## config.mk

```make
export PLATFORM = sky130hd
export DESIGN_NAME = map_reg_write_arbiter
export DESIGN_NICKNAME = d
export VERILOG_FILES = /design/src/rtl/map_reg_write_arbiter.sv
export SDC_FILE = /design/constraint.sdc
export NUM_CORES = 1
export LEC_CHECK = 0
export CAP_MARGIN = 10
export CELL_PAD_IN_SITES_DETAIL_PLACEMENT = 1
export CELL_PAD_IN_SITES_GLOBAL_PLACEMENT = 2
export CORE_MARGIN = 1.5
export CORE_UTILIZATION = 21
export DETAILED_ROUTE_END_ITERATION = 7
export PLACE_DENSITY = 0.8
export SYNTH_ARGS = -nofsm -noshare
export SYNTH_HDL_FRONTEND = slang
export SYNTH_SLANG_ARGS = --single-unit
```

## constraint.sdc

```tcl
create_clock -name clk -period 2 [get_ports clk]
set_clock_uncertainty 0.05 [all_clocks]
set_input_delay 0.4 -clock clk [delete_from_list [all_inputs] [get_ports clk]]
set_output_delay 0.4 -clock clk [all_outputs]
set_load 0.05 [all_outputs]
```

## src/rtl/map_reg_write_arbiter.sv

```systemverilog
// Round-robin arbiter sharing one AXI4-Lite write-only register slave between two requesters.
// Optional watchdog abort is compiled in with `define AXIW_ARB_TIMEOUT_EN.
module map_reg_write_arbiter #(
   parameter int unsigned ADDRESS_WIDTH  = 32,
   parameter int unsigned DATA_WIDTH     = 32,
   parameter int unsigned TIMEOUT_CYCLES = 256
) (
   input  logic                     clk,
   input  logic                     rst,

   input  logic                     req0_valid,
   output logic                     req0_ready,
   input  logic [ADDRESS_WIDTH-1:0] req0_addr,
   input  logic [DATA_WIDTH-1:0]    req0_data,
   output logic                     rsp0_valid,
   output logic [1:0]               rsp0_resp,

   input  logic                     req1_valid,
   output logic                     req1_ready,
   input  logic [ADDRESS_WIDTH-1:0] req1_addr,
   input  logic [DATA_WIDTH-1:0]    req1_data,
   output logic                     rsp1_valid,
   output logic [1:0]               rsp1_resp,

   output logic [ADDRESS_WIDTH-1:0] m_axi_awaddr,
   output logic                     m_axi_awvalid,
   input  logic                     m_axi_awready,
   output logic [DATA_WIDTH-1:0]    m_axi_wdata,
   output logic                     m_axi_wvalid,
   input  logic                     m_axi_wready,
   input  logic [1:0]               m_axi_bresp,
   input  logic                     m_axi_bvalid,
   output logic                     m_axi_bready,

   output logic                     busy,
   output logic                     grant,
   output logic                     timeout
);

   localparam logic [1:0] RESP_SLVERR = 2'b10;

   if (TIMEOUT_CYCLES < 2 || TIMEOUT_CYCLES > 65535) begin : g_bad_timeout
      $error("map_reg_write_arbiter: TIMEOUT_CYCLES must be within 2..65535");
   end

   typedef enum logic [2:0] {
      ST_IDLE,
      ST_AW,
      ST_W,
      ST_B,
      ST_RSP
   } state_t;

   state_t                     state_q;
   state_t                     state_d;
   logic                       last_grant_q;
   logic                       last_grant_d;
   logic                       grant_d;
   logic                       busy_d;
   logic [ADDRESS_WIDTH-1:0]   awaddr_d;
   logic [DATA_WIDTH-1:0]      wdata_d;
   logic                       awvalid_d;
   logic                       wvalid_d;
   logic                       bready_d;
   logic                       rsp0_valid_d;
   logic                       rsp1_valid_d;
   logic [1:0]                 rsp0_resp_d;
   logic [1:0]                 rsp1_resp_d;
   logic                       rsp_fire;
   logic [1:0]                 rsp_code;
   logic                       any_req;
   logic                       pick;
   logic                       wd_hit;

   // Contention goes to whoever was not served last; otherwise the sole requester wins.
   assign any_req = req0_valid | req1_valid;
   assign pick    = (req0_valid && req1_valid) ? ~last_grant_q : req1_valid;

`ifdef AXIW_ARB_TIMEOUT_EN
   localparam logic [15:0] WD_LIMIT = 16'(TIMEOUT_CYCLES - 32'd1);

   logic [15:0] wd_cnt_q;
   logic        in_txn;

   assign in_txn = (state_q == ST_AW) || (state_q == ST_W) || (state_q == ST_B);
   // A B handshake landing on the limit cycle still completes normally.
   assign wd_hit = in_txn && (wd_cnt_q == WD_LIMIT) &&
                   !((state_q == ST_B) && m_axi_bvalid);

   always_ff @(posedge clk) begin
      if (rst) begin
         wd_cnt_q <= '0;
         timeout  <= 1'b0;
      end else begin
         timeout <= wd_hit;
         if (state_q == ST_IDLE) begin
            wd_cnt_q <= '0;
         end else if (in_txn) begin
            wd_cnt_q <= wd_cnt_q + 16'd1;
         end
      end
   end
`else
   assign wd_hit  = 1'b0;
   assign timeout = 1'b0;
`endif

   // Next-state, next registered outputs and the combinational accept pulse.
   always_comb begin
      state_d      = state_q;
      last_grant_d = last_grant_q;
      grant_d      = grant;
      awaddr_d     = m_axi_awaddr;
      wdata_d      = m_axi_wdata;
      awvalid_d    = m_axi_awvalid;
      wvalid_d     = m_axi_wvalid;
      bready_d     = m_axi_bready;
      rsp_fire     = 1'b0;
      rsp_code     = 2'b00;
      req0_ready   = 1'b0;
      req1_ready   = 1'b0;
      rsp0_valid_d = 1'b0;
      rsp1_valid_d = 1'b0;
      rsp0_resp_d  = 2'b00;
      rsp1_resp_d  = 2'b00;

      case (state_q)
         ST_IDLE: begin
            if (any_req && !rst) begin
               grant_d    = pick;
               req0_ready = ~pick;
               req1_ready = pick;
               awaddr_d   = pick ? req1_addr : req0_addr;
               wdata_d    = pick ? req1_data : req0_data;
               awvalid_d  = 1'b1;
               state_d    = ST_AW;
            end
         end
         ST_AW: begin
            if (m_axi_awready) begin
               awvalid_d = 1'b0;
               wvalid_d  = 1'b1;
               state_d   = ST_W;
            end
         end
         ST_W: begin
            if (m_axi_wready) begin
               wvalid_d = 1'b0;
               bready_d = 1'b1;
               state_d  = ST_B;
            end
         end
         ST_B: begin
            if (m_axi_bvalid) begin
               bready_d = 1'b0;
               rsp_fire = 1'b1;
               rsp_code = m_axi_bresp;
               state_d  = ST_RSP;
            end
         end
         ST_RSP: begin
            last_grant_d = grant;
            state_d      = ST_IDLE;
         end
         default: begin
            state_d = ST_IDLE;
         end
      endcase

      // Watchdog abort overrides whatever phase was in flight.
      if (wd_hit) begin
         awvalid_d = 1'b0;
         wvalid_d  = 1'b0;
         bready_d  = 1'b0;
         rsp_fire  = 1'b1;
         rsp_code  = RESP_SLVERR;
         state_d   = ST_RSP;
      end

      if (rsp_fire) begin
         if (grant) begin
            rsp1_valid_d = 1'b1;
            rsp1_resp_d  = rsp_code;
         end else begin
            rsp0_valid_d = 1'b1;
            rsp0_resp_d  = rsp_code;
         end
      end

      busy_d = (state_d != ST_IDLE);
   end

   // State and registered outputs.
   always_ff @(posedge clk) begin
      if (rst) begin
         state_q       <= ST_IDLE;
         last_grant_q  <= 1'b1;
         grant         <= 1'b0;
         busy          <= 1'b0;
         m_axi_awaddr  <= '0;
         m_axi_wdata   <= '0;
         m_axi_awvalid <= 1'b0;
         m_axi_wvalid  <= 1'b0;
         m_axi_bready  <= 1'b0;
         rsp0_valid    <= 1'b0;
         rsp1_valid    <= 1'b0;
         rsp0_resp     <= 2'b00;
         rsp1_resp     <= 2'b00;
      end else begin
         state_q       <= state_d;
         last_grant_q  <= last_grant_d;
         grant         <= grant_d;
         busy          <= busy_d;
         m_axi_awaddr  <= awaddr_d;
         m_axi_wdata   <= wdata_d;
         m_axi_awvalid <= awvalid_d;
         m_axi_wvalid  <= wvalid_d;
         m_axi_bready  <= bready_d;
         rsp0_valid    <= rsp0_valid_d;
         rsp1_valid    <= rsp1_valid_d;
         rsp0_resp     <= rsp0_resp_d;
         rsp1_resp     <= rsp1_resp_d;
      end
   end

endmodule

```

### Word level (Yosys, flattened, before mapping)

Cells that the tools add are included.

* bits in latches: 0
* memory bits (read-only): 0
* memories: 0
* RAM bits: 0
* register bits after elaboration: 79
* input port bits: 137

* $lt $le $gt $ge: 0
* reduce and logical (&&, ||, !) cells: 15
* div/mod/pow operators: 0
* muxes and demuxes: 27
* $mul: 0
* shifts and indexed selects: 0
* add/sub/neg operators: 0
* bitwise operators: 5
* eq/ne operators: 8

Operators by type and width (count)
* $mux W32: 2
* $mux W1: 15
* $mux W3: 4
* $pmux W3 S4: 1
* $reduce_and A3 Y1: 3
* $ne A2 B2 Y1 const B: 4
* $eq A3 B2 Y1 const B: 2
* $pmux W1 S2: 3
* $reduce_bool A2 Y1: 3
* $reduce_or A3 Y1: 2
* $mux W2: 2
* $not A1 Y1: 4
* $eq A3 B1 Y1 const B: 1
* $eq A3 B3 Y1 const B: 1
* $logic_not A3 Y1: 1
* $reduce_bool A3 Y1: 1
* $logic_and A1 B1 Y1: 2
* $reduce_and A2 Y1: 1
* $reduce_or A2 Y1: 1
* $logic_not A1 Y1: 1
* $or A1 B1 Y1: 1

### Longest topological paths before layout

Gate-level depths: netlist of run 1.

* word-level depth: 5
* mapped depth: 6
* depth with buffers taken out: 3

### Worst setup path before layout of run 1

No wires, ideal clock.

* path kind: input to output
* from: in rst
* to: out req0_ready
* cell stages on the path: 4
* data arrival time: 1887 ps
* data required time: 1550 ps
* path slack: -337 ps
* cell sequence: clkbuf_1 > nor2_1 > nand2_1 > nor3_1

* cells in the longest elaborated chain, start to end: 4

RTL lines
* from (decl): RTL line 9 `input logic rst,`
* $logic_not A1 Y1: RTL line 129 `if (any_req && !rst) begin`
* $logic_and A1 B1 Y1: RTL line 129
* $mux W1: RTL line 129
* $mux W1: RTL line 127 `case (state_q)`
* to (decl): RTL line 12 `output logic req0_ready,`

Every way passes these cells.

### Worst setup path in the final report of run 1

* from: reg m_axi_wdata[5]
* to: out m_axi_wdata[5]

RTL lines
* from (decl): RTL line 28 `output logic [DATA_WIDTH-1:0] m_axi_wdata,`
* from (signal assigned): RTL line 215 `m_axi_wdata <= wdata_d;`

No word-level cell between the ends.

==> out/metrics.cfg, run 1 <==
[run_status]
status=completed

[routing]
drt_iter0_markers=107
first_pass_iters=4
dr_wl_met2_microns=7336
drt-met1-wl_microns=5436
avgRoutedWirePerCell_microns=17.84
wl_microns=13970
via_per_inst=4.821
routed-via-count=3775
top_layer=met4
drc=0
antenna_left=0
routed-wl-met3_microns=911

[worst_setup_path]
crit_slowest_cell=clkdlybuf4s50_1
cp-start-kind=flop
r2r-end=m_axi_awaddr[10]
reg2reg_slack_ps=330
endpoint_kind=primary output
crit_type=reg -> out
cp.required_ps=1550
r2r-start=state_q[2]
cp_cell_sequence=clkdlybuf4s50_1
arrival_ps=1510
slowest_delay_ps=830
rr_worst_depth=5
worstPathMaxFanout=2
path_buf_inv=1
path_delay_family=buffers and inverters

[finish]
drive_gt1_share_pct=12.79
area_delta_synth_final_pct=73.14
layout.cells.non_filler=783
fin_util_pct=37.56
final_cell_area_sq_um=6274
nFillCells=1885
layout.nets=695
diodes=0

[synth]
synth_compound_area_share_pct=33.49
ys_seq_elements=79
synth_fa_ha_area_share_pct=0
ys_seq_area_share_pct=43.65
syn_avg_cell_area_sq_um=9.873
yosys.area_share.simple_pct=15.19
synth_xor_area_share_pct=0
synth_top_family_by_area=compound AO/OA/AOI/OAI gates
syn_area_sq_um=3623
synth_cell_types=32
synthesis.nets=504
yosysWarningCount=0
muxShareOfSynthArea_pct=0
synthCells=367

[placed_design]
gp_congestion=0.7309
dpl_cell_area_sq_um=5946
place_ws_ps=-44.56
dp_hpwl_microns=10250
dp_cells=767
port_buffers=213

[power_and_ir_drop]
p_leak_nw=2.499
ir_worst_vdd_v=0.0004526
cellPowerDensity_nw_per_um2=1051

[floorplan]
die_h_microns=134.4
io_pins=215
coreArea_sq_um=16700
start_util_pct=21.70
num_rows=47
dieArea_sq_um=18050
die_w_microns=134.4

[grt]
grt_pass1_wl_microns=21360
overflow=0
track_usage_pct=15.16
grt_pass1_vias=4072
grt_start_max_net_pins=43
antenna_found_initial=0

[sta]
rsz0062_at_grt=false
setup_slack_ps=39.50
setup_violations=0
timing.fmax_ghz=0.5101
post-route-min-period_ps=1960
maxSlewViolCount=0
worst_slew_pin_slew_ps=584.5
hold_viol_final=0
relSlewSlack_pct=60.67
fin_crit_sh_pct=98.02

[clock_network]
holdBufCountCts=0
htreeDepth=3
path_clk_slew_ps=60
clk_path_buf_depth=2
postCtsSetupBuffers=0
clk_latency_ps=340
clock-root-buffer=clkbuf_16
post_cts_resize_count=4
clkSinkCount=79
cts_buffers=9
cts_tree=yes

[worst_hold_path]
hold_depth=3
holdCritPathClass=in -> reg
hold_end=busy
hp-start=rst

[job]
cap_violations=0

==> worst reg2reg max path, stage by stage, from the launching register on <==
cell and delay [ps]:
dfxtp_2 380, nor4_4 390, buf_12 260, o21ai_4 120, buf_12 190, a22oi_1 200
==> where the power goes <==
group	leakage [nW]	switching [mW]	internal, mW
sequential	0.660	0.203	1.91
clock	0.146	0.638	0.995
combinational	1.69	1.78	1.06
total	2.50	2.62	3.97
==> placed cells by master (no fill, tap or decap), drive strengths merged, types with 2 or more instances in the layout <==
cell,n
a21boi,2
a22oi,64
a31oi,2
and2,4
buf,36
clkbuf,12
clkdlybuf4s50,181
clkinv,3
dfxtp,79
dlymetal6s2s,10
inv,5
nand2,2
nand2b,67
nor2,6
nor2b,2
nor3,3
nor4,3
o21ai,6
o32ai,64
==> synthesized netlist by cell type (all sizes together) <==
master    n  area share, %
a21bo     1           0.28
a211o     1           0.24
inv       5           0.52
and3b     1           0.24
a2111oi   1           0.24
o32ai    64             15
a211oi    1           0.21
a21boi    2           0.41
a21o      1           0.21
nor3      3           0.41
nor4      3           0.93
o21ai     6           0.93
nand2b   67             12
a311o     1           0.28
clkbuf   18            1.9
nand2     2           0.21
a221oi    1           0.24
a31oi     2           0.35
a21oi     1           0.14
buf      29            5.2
conb      1           0.10
dfxtp    79             44
a22oi    64             15
nor2      6           0.62
nor2b     2           0.35
and2      4           0.69
and3      1           0.17
==> state kept, by name, indices dropped and copies added, names as in the netlist, 2 cells and up <==
signal,flops
m_axi_awaddr,32
m_axi_wdata,32
rsp0_resp,2
rsp1_resp,2
state_q,3
==> layout make-up <==
class | instances | area, sq um | area share (%)
clock buffer | 12 | 246.5 | 3.929
clock inverter | 4 | 45.04 | 0.7180
inverter | 5 | 18.77 | 0.2992
multi-input combinational | 236 | 1798 | 28.66
sequential | 79 | 1585 | 25.27
tap | 220 | 275.3 | 4.388
timing repair buffer | 227 | 2305 | 36.74
==> stage by stage <==
step | hold WS [ps] | setup TNS, ps | power (mW)
after global routing | 362.7 | 0 | 6.900
after detailed placement | 419.0 | -45.38 | 5.018
final | 363.2 | 0 | 6.595
after global placement | 409.5 | 0 | 4.963
after CTS | 341.6 | 0 | 6.699
after floorplan | 471.7 | 0 | 3.894
==> routing by layer <==
layer	GRT usage, %	vias to the layer above
met4	5.137	0
met3	4.762	17
met2	27.89	134
met5	0	-
met1	16.32	1825
li1	-	1799
==> how the worst max path moves through the flow <==
stage,cells after the start,slack [ps],to,start
6_report,1,40,m_axi_wdata[5],m_axi_wdata[5]
5_1_grt,1,3,m_axi_wdata[22],m_axi_wdata[22]
4_1_cts,1,10,m_axi_wdata[7],m_axi_wdata[7]
3_5_place_dp,5,-40,m_axi_wdata[11],req0_valid
3_3_place_gp,5,7,m_axi_wdata[11],req1_valid
2_1_floorplan,4,70,req0_ready,rst
==> logic make-up (layout without fill, tap and decap cells) <==
| logic type | after synthesis | after routing |
|---|---|---|
| compound gates | 146 | 146 |
| simple gates | 89 | 89 |
| flops | 79 | 79 |
| buf+inv | 52 | 248 |
| other cells | 1 | 1 |
Power figures use the tool's default switching activity.
==> inputs of run 2 (changes only) <==
--- a/config.mk
+++ b/config.mk
@@ -10,6 +10,7 @@
 export CELL_PAD_IN_SITES_GLOBAL_PLACEMENT = 2
 export CORE_MARGIN = 1.5
 export CORE_UTILIZATION = 21
+export CTS_BUF_LIST = sky130_fd_sc_hd__clkbuf_8 sky130_fd_sc_hd__clkbuf_16
 export DETAILED_ROUTE_END_ITERATION = 7
 export PLACE_DENSITY = 0.8
 export SYNTH_ARGS = -nofsm -noshare
==> run 2 against run 1 <==
Non-clock buffer count is the same. Sequential power barely moved. Register-to-register slack hardly changed. Critical path depth did not move. Maximum frequency barely moved. Die area stayed put. Clock power about the same. Design area unchanged. Highest routed layer unchanged.
==> out/metrics.cfg, run 2 (synthesized netlist as in run 1, its figures left out) <==
[sta]
timing.fmax_ghz=0.5101
finalSetupTns_ps=0
relSlewSlack_pct=60.67
post-route-min-period_ps=1960
fin_crit_sh_pct=98.02
rsz0062_at_grt=false
setup_violations=0
maxSlewViolCount=0
worst_slew_pin_slew_ps=584.5
hold_viol_final=0

[grt]
grt_start_max_net_pins=43
grt_pass1_wl_microns=21360
grt_pass1_vias=4072
overflow=0
antenna_found_initial=0
track_usage_pct=15.16

[power_and_ir_drop]
p_leak_nw=2.507
cellPowerDensity_nw_per_um2=1050
p_total_mw=6.585
ir_worst_vdd_v=0.0004486

[finish]
reg_top3=m_axi_awaddr (32), m_axi_wdata (32), state_q (3)
final_cell_area_sq_um=6274
mostFrequentLayoutCell=clkdlybuf4s50_1
drive_gt1_share_pct=12.79
diodes=0
multi_input_area_sq_um=1798
fin_util_pct=37.56
layout.cells.non_filler=783
regArea_sq_um=1585
nFillCells=1885
layout.nets=695
final_cell_mix=clkdlybuf4s50_1 (181), dfxtp_1 (76), nand2b_1 (67)
area_delta_synth_final_pct=73.14

[routing]
antenna_left=0
first_pass_iters=4
via_per_inst=4.812
routed-via-count=3768
drt_iter0_markers=108
drc=0
wl_microns=13950
avgRoutedWirePerCell_microns=17.81

[placed_design]
dpl_cell_area_sq_um=5946
dp_hpwl_microns=10250
dp_cells=767
gp_congestion=0.7309
port_buffers=213

[worst_setup_path]
cp_cell_sequence=clkdlybuf4s50_1
path_delay_family=buffers and inverters
cp.required_ps=1550
worstPathMaxFanout=2
endpoint_kind=primary output
cp-start-kind=flop
slowest_delay_ps=830
arrival_ps=1510
crit_type=reg -> out
path_buf_inv=1
crit_slowest_cell=clkdlybuf4s50_1

[job]
cap_violations=0

[floorplan]
io_pins=215
start_util_pct=21.70
dieArea_sq_um=18050
die_w_microns=134.4
num_rows=47
die_h_microns=134.4
coreArea_sq_um=16700

[clock_network]
clkSinkCount=79
htreeDepth=3
clock-root-buffer=clkbuf_16
cts_buffers=9
clk_latency_ps=340
path_clk_slew_ps=60
holdBufCountCts=0
postCtsSetupBuffers=0
clk_path_buf_depth=2
cts_tree=yes

[run_status]
status=completed

[worst_hold_path]
holdCritPathClass=in -> reg

[run 2: changes by cell type in the layout (fill, tap and decap cells not counted)]
cell | before | now
inv_1 | 4 | 6
clkbuf_1 | 2 | 0
[run 2: what timing repair did]
item | CTS | global route
endpoints found under the setup margin | 2 | 11
resized for setup | 4 | 12
hold endpoints to repair | 0 | 0
pin swaps | 0 | 0
[run 2: report_power, final]
part	leakage, nW	switching (mW)	total (mW)	internal (mW)
clock	0.155	0.639	1.62	0.985
sequential	0.660	0.202	2.12	1.91
combinational	1.69	1.78	2.84	1.06
total	2.51	2.63	6.59	3.96
[run 2: worst paths after layout]
check / start / endpoint / slack (ps) / cells past startpoint
min: rst / busy / 360 / 3
min reg2reg: m_axi_wdata[14] / m_axi_wdata[14] / 420 / 2
max: m_axi_wdata[5] / m_axi_wdata[5] / 40 / 1
max reg2reg: state_q[2] / m_axi_awaddr[10] / 340 / 5
[run 2: final cells by class]
cell class / count / area share [%]
inverters: 5 / 0.2992
clock buffers: 10 / 3.809
multi-input cells: 236 / 28.66
repair buffers: 227 / 36.74
flip-flops and latches: 79 / 25.27
clock inverters: 6 / 0.8377
well taps: 220 / 4.388
[run 2: metrics by stage]
| step | setup slack [ps] | hold slack (ps) |
|---|---|---|
| final | 39.54 | 363.3 |
| after global routing | 2.503 | 362.4 |
| after CTS | 13.36 | 341.3 |
| after detailed placement | -44.56 | 419.0 |
| after global placement | 7.083 | 409.5 |
| after floorplan | 67.45 | 471.7 |
[run 2: per-layer routing]
| metal | GRT usage, % | vias to the layer above | routed length (microns) |
|---|---|---|---|
| li1 | - | 1799 | - |
| met1 | 16.32 | 1820 | 5423 |
| met2 | 27.89 | 132 | 7343 |
| met3 | 4.762 | 17 | 899 |
| met4 | 5.137 | 0 | 282 |
| met5 | 0 | - | 0 |
==> inputs of run 3 (changes only) <==
--- a/config.mk
+++ b/config.mk
@@ -13,6 +13,8 @@
 export CTS_BUF_LIST = sky130_fd_sc_hd__clkbuf_8 sky130_fd_sc_hd__clkbuf_16
 export DETAILED_ROUTE_END_ITERATION = 7
 export PLACE_DENSITY = 0.8
+export SETUP_SLACK_MARGIN = 0.5
+export SLEW_MARGIN = 20
 export SYNTH_ARGS = -nofsm -noshare
 export SYNTH_HDL_FRONTEND = slang
 export SYNTH_SLANG_ARGS = --single-unit
==> run 3 against run 2 <==
Register-to-register slack better by 80 ps. Wire length rose by 13%. Global-route usage grew 0.71 points. Maximum frequency rose by 16%. Utilization increased by 1.7 points. Critical path type unchanged.
==> out/metrics.cfg, run 3 (synthesized netlist as in run 1, its figures left out) <==
[clock_network]
cts_tree=yes
clk_latency_ps=340
holdBufCountCts=0
htreeDepth=3
clkSinkCount=79
path_clk_slew_ps=60
cts_buffers=9
clk_path_buf_depth=2
clock-root-buffer=clkbuf_16

[floorplan]
num_rows=47
coreArea_sq_um=16700
dieArea_sq_um=18050
io_pins=215
die_h_microns=134.4
die_w_microns=134.4
start_util_pct=21.70

[worst_setup_path]
arrival_ps=1240
cp.required_ps=1550
cp_cell_sequence=nor2_4 -> nand2_4 -> nor3_4 -> buf_6
worstPathMaxFanout=3
cp-start-kind=flop
crit_slowest_cell=dfxtp_4
path_buf_inv=1
endpoint_kind=primary output
crit_type=reg -> out
rr_worst_depth=6
crit_cells=4
path_delay_family=flip-flops
slowest_delay_ps=360

[run_status]
status=completed

[routing]
drt_iter0_markers=155
first_pass_iters=4
avgRoutedWirePerCell_microns=19.63
routed-via-count=3963
wl_microns=15740
drc=0
antenna_left=0
via_per_inst=4.941

[sta]
hold_viol_final=0
setup_violations=0
fin_crit_sh_pct=84.47
finalSetupTns_ps=0
setup_slack_ps=310.6
post-route-min-period_ps=1689
whs_ps=429.5
rsz0062_at_grt=true
timing.fmax_ghz=0.5919
maxSlewViolCount=0

[finish]
layout.cells.non_filler=802
reg_top3=m_axi_awaddr (32), m_axi_wdata (32), state_q (3)
mostFrequentLayoutCell=clkdlybuf4s50_1
final_cell_area_sq_um=6565
final_cell_mix=clkdlybuf4s50_1 (133), dfxtp_1 (75), nand2b_1 (67)
area_delta_synth_final_pct=81.18
layout.nets=714
drive_gt1_share_pct=34.71
nFillCells=1848
diodes=0

[placed_design]
port_buffers=213
place_ws_ps=-29.40
dp_cells=767
dpl_cell_area_sq_um=5961
dp_hpwl_microns=10270
gp_congestion=0.7022

[job]
cap_violations=0

[power_and_ir_drop]
cellPowerDensity_nw_per_um2=1057
intPower_mw=4.110
ir_worst_vdd_v=0.0004536
p_leak_nw=2.580
power_frac_seq_pct=30.3
switchingPower_mw=2.826
pwr-share-clk_pct=26.2
combPwrFrac_pct=43.5
switching_share_pct=40.75

[worst_hold_path]
holdCritPathClass=reg -> reg
hold_depth=2

[grt]
grt_start_max_net_pins=34
antenna_found_initial=0
grt_pass1_wl_microns=22510
track_usage_pct=15.86
overflow=0
grt_pass1_vias=4128

==> run 3: area by class of cell <==
class                           count  area (sq um)  share of cell area [%]
Timing Repair Buffer              245          2235                   34.04
Multi-Input combinational cell    237          2117                   32.25
Sequential cell                    79          1594                   24.28
Tap cell                          220         275.3                   4.193
Clock buffer                       11         252.7                   3.850
Clock inverter                      5         72.57                   1.105
Inverter                            5         18.77                  0.2859
==> run 3: worst min-delay path: cells and delay by family, from the launching register on <==
| family | cells | cell delay, ps |
|---|---|---|
| flip-flops | 1 | 310 |
| AO/OA/AOI/OAI | 1 | 50 |
| AND/OR/NAND/NOR | 1 | 80 |
==> run 3: stage by stage <==
stage / utilization (%) / power [mW]
finish: 39.31 / 6.936
detailed placement: 35.69 / 5.031
global route: 39.31 / 7.263
floorplan: - / 3.916
CTS: 36.49 / 6.679
global placement: 35.69 / 4.970
==> run 3: power groups by stage <==
stage	logic, mW	clock network (mW)	registers (mW)
floorplan	0.685	0	3.23
global placement	2.84	0	2.13
detailed placement	2.88	0	2.15
CTS	2.70	1.87	2.10
global route	3.17	1.94	2.15
finish	3.02	1.82	2.10
==> run 3: worst paths after layout <==
path / startpoint / end / slack, ps
worst max-delay path: state_q[2] / req0_ready / 310
worst min-delay path: m_axi_wdata[6] / m_axi_wdata[6] / 430
worst max register to register: state_q[2] / m_axi_wdata[8] / 420
worst min register to register: m_axi_wdata[6] / m_axi_wdata[6] / 430
==> run 3: timing repair <==
action / 4_1_cts / 5_1_grt
gates cloned: 0 / 8
setup endpoints to repair: 129 / 68
resized for setup: 316 / 73
pin swaps: 5 / 45
buffers inserted: 6 / 5
==> run 3: routing by layer <==
| metal | wire (microns) | track usage (%) |
|---|---|---|
| met4 | 344 | 6.810 |
| met1 | 6661 | 18.36 |
| met5 | 0 | 0 |
| met2 | 7832 | 27.52 |
| met3 | 903 | 4.195 |
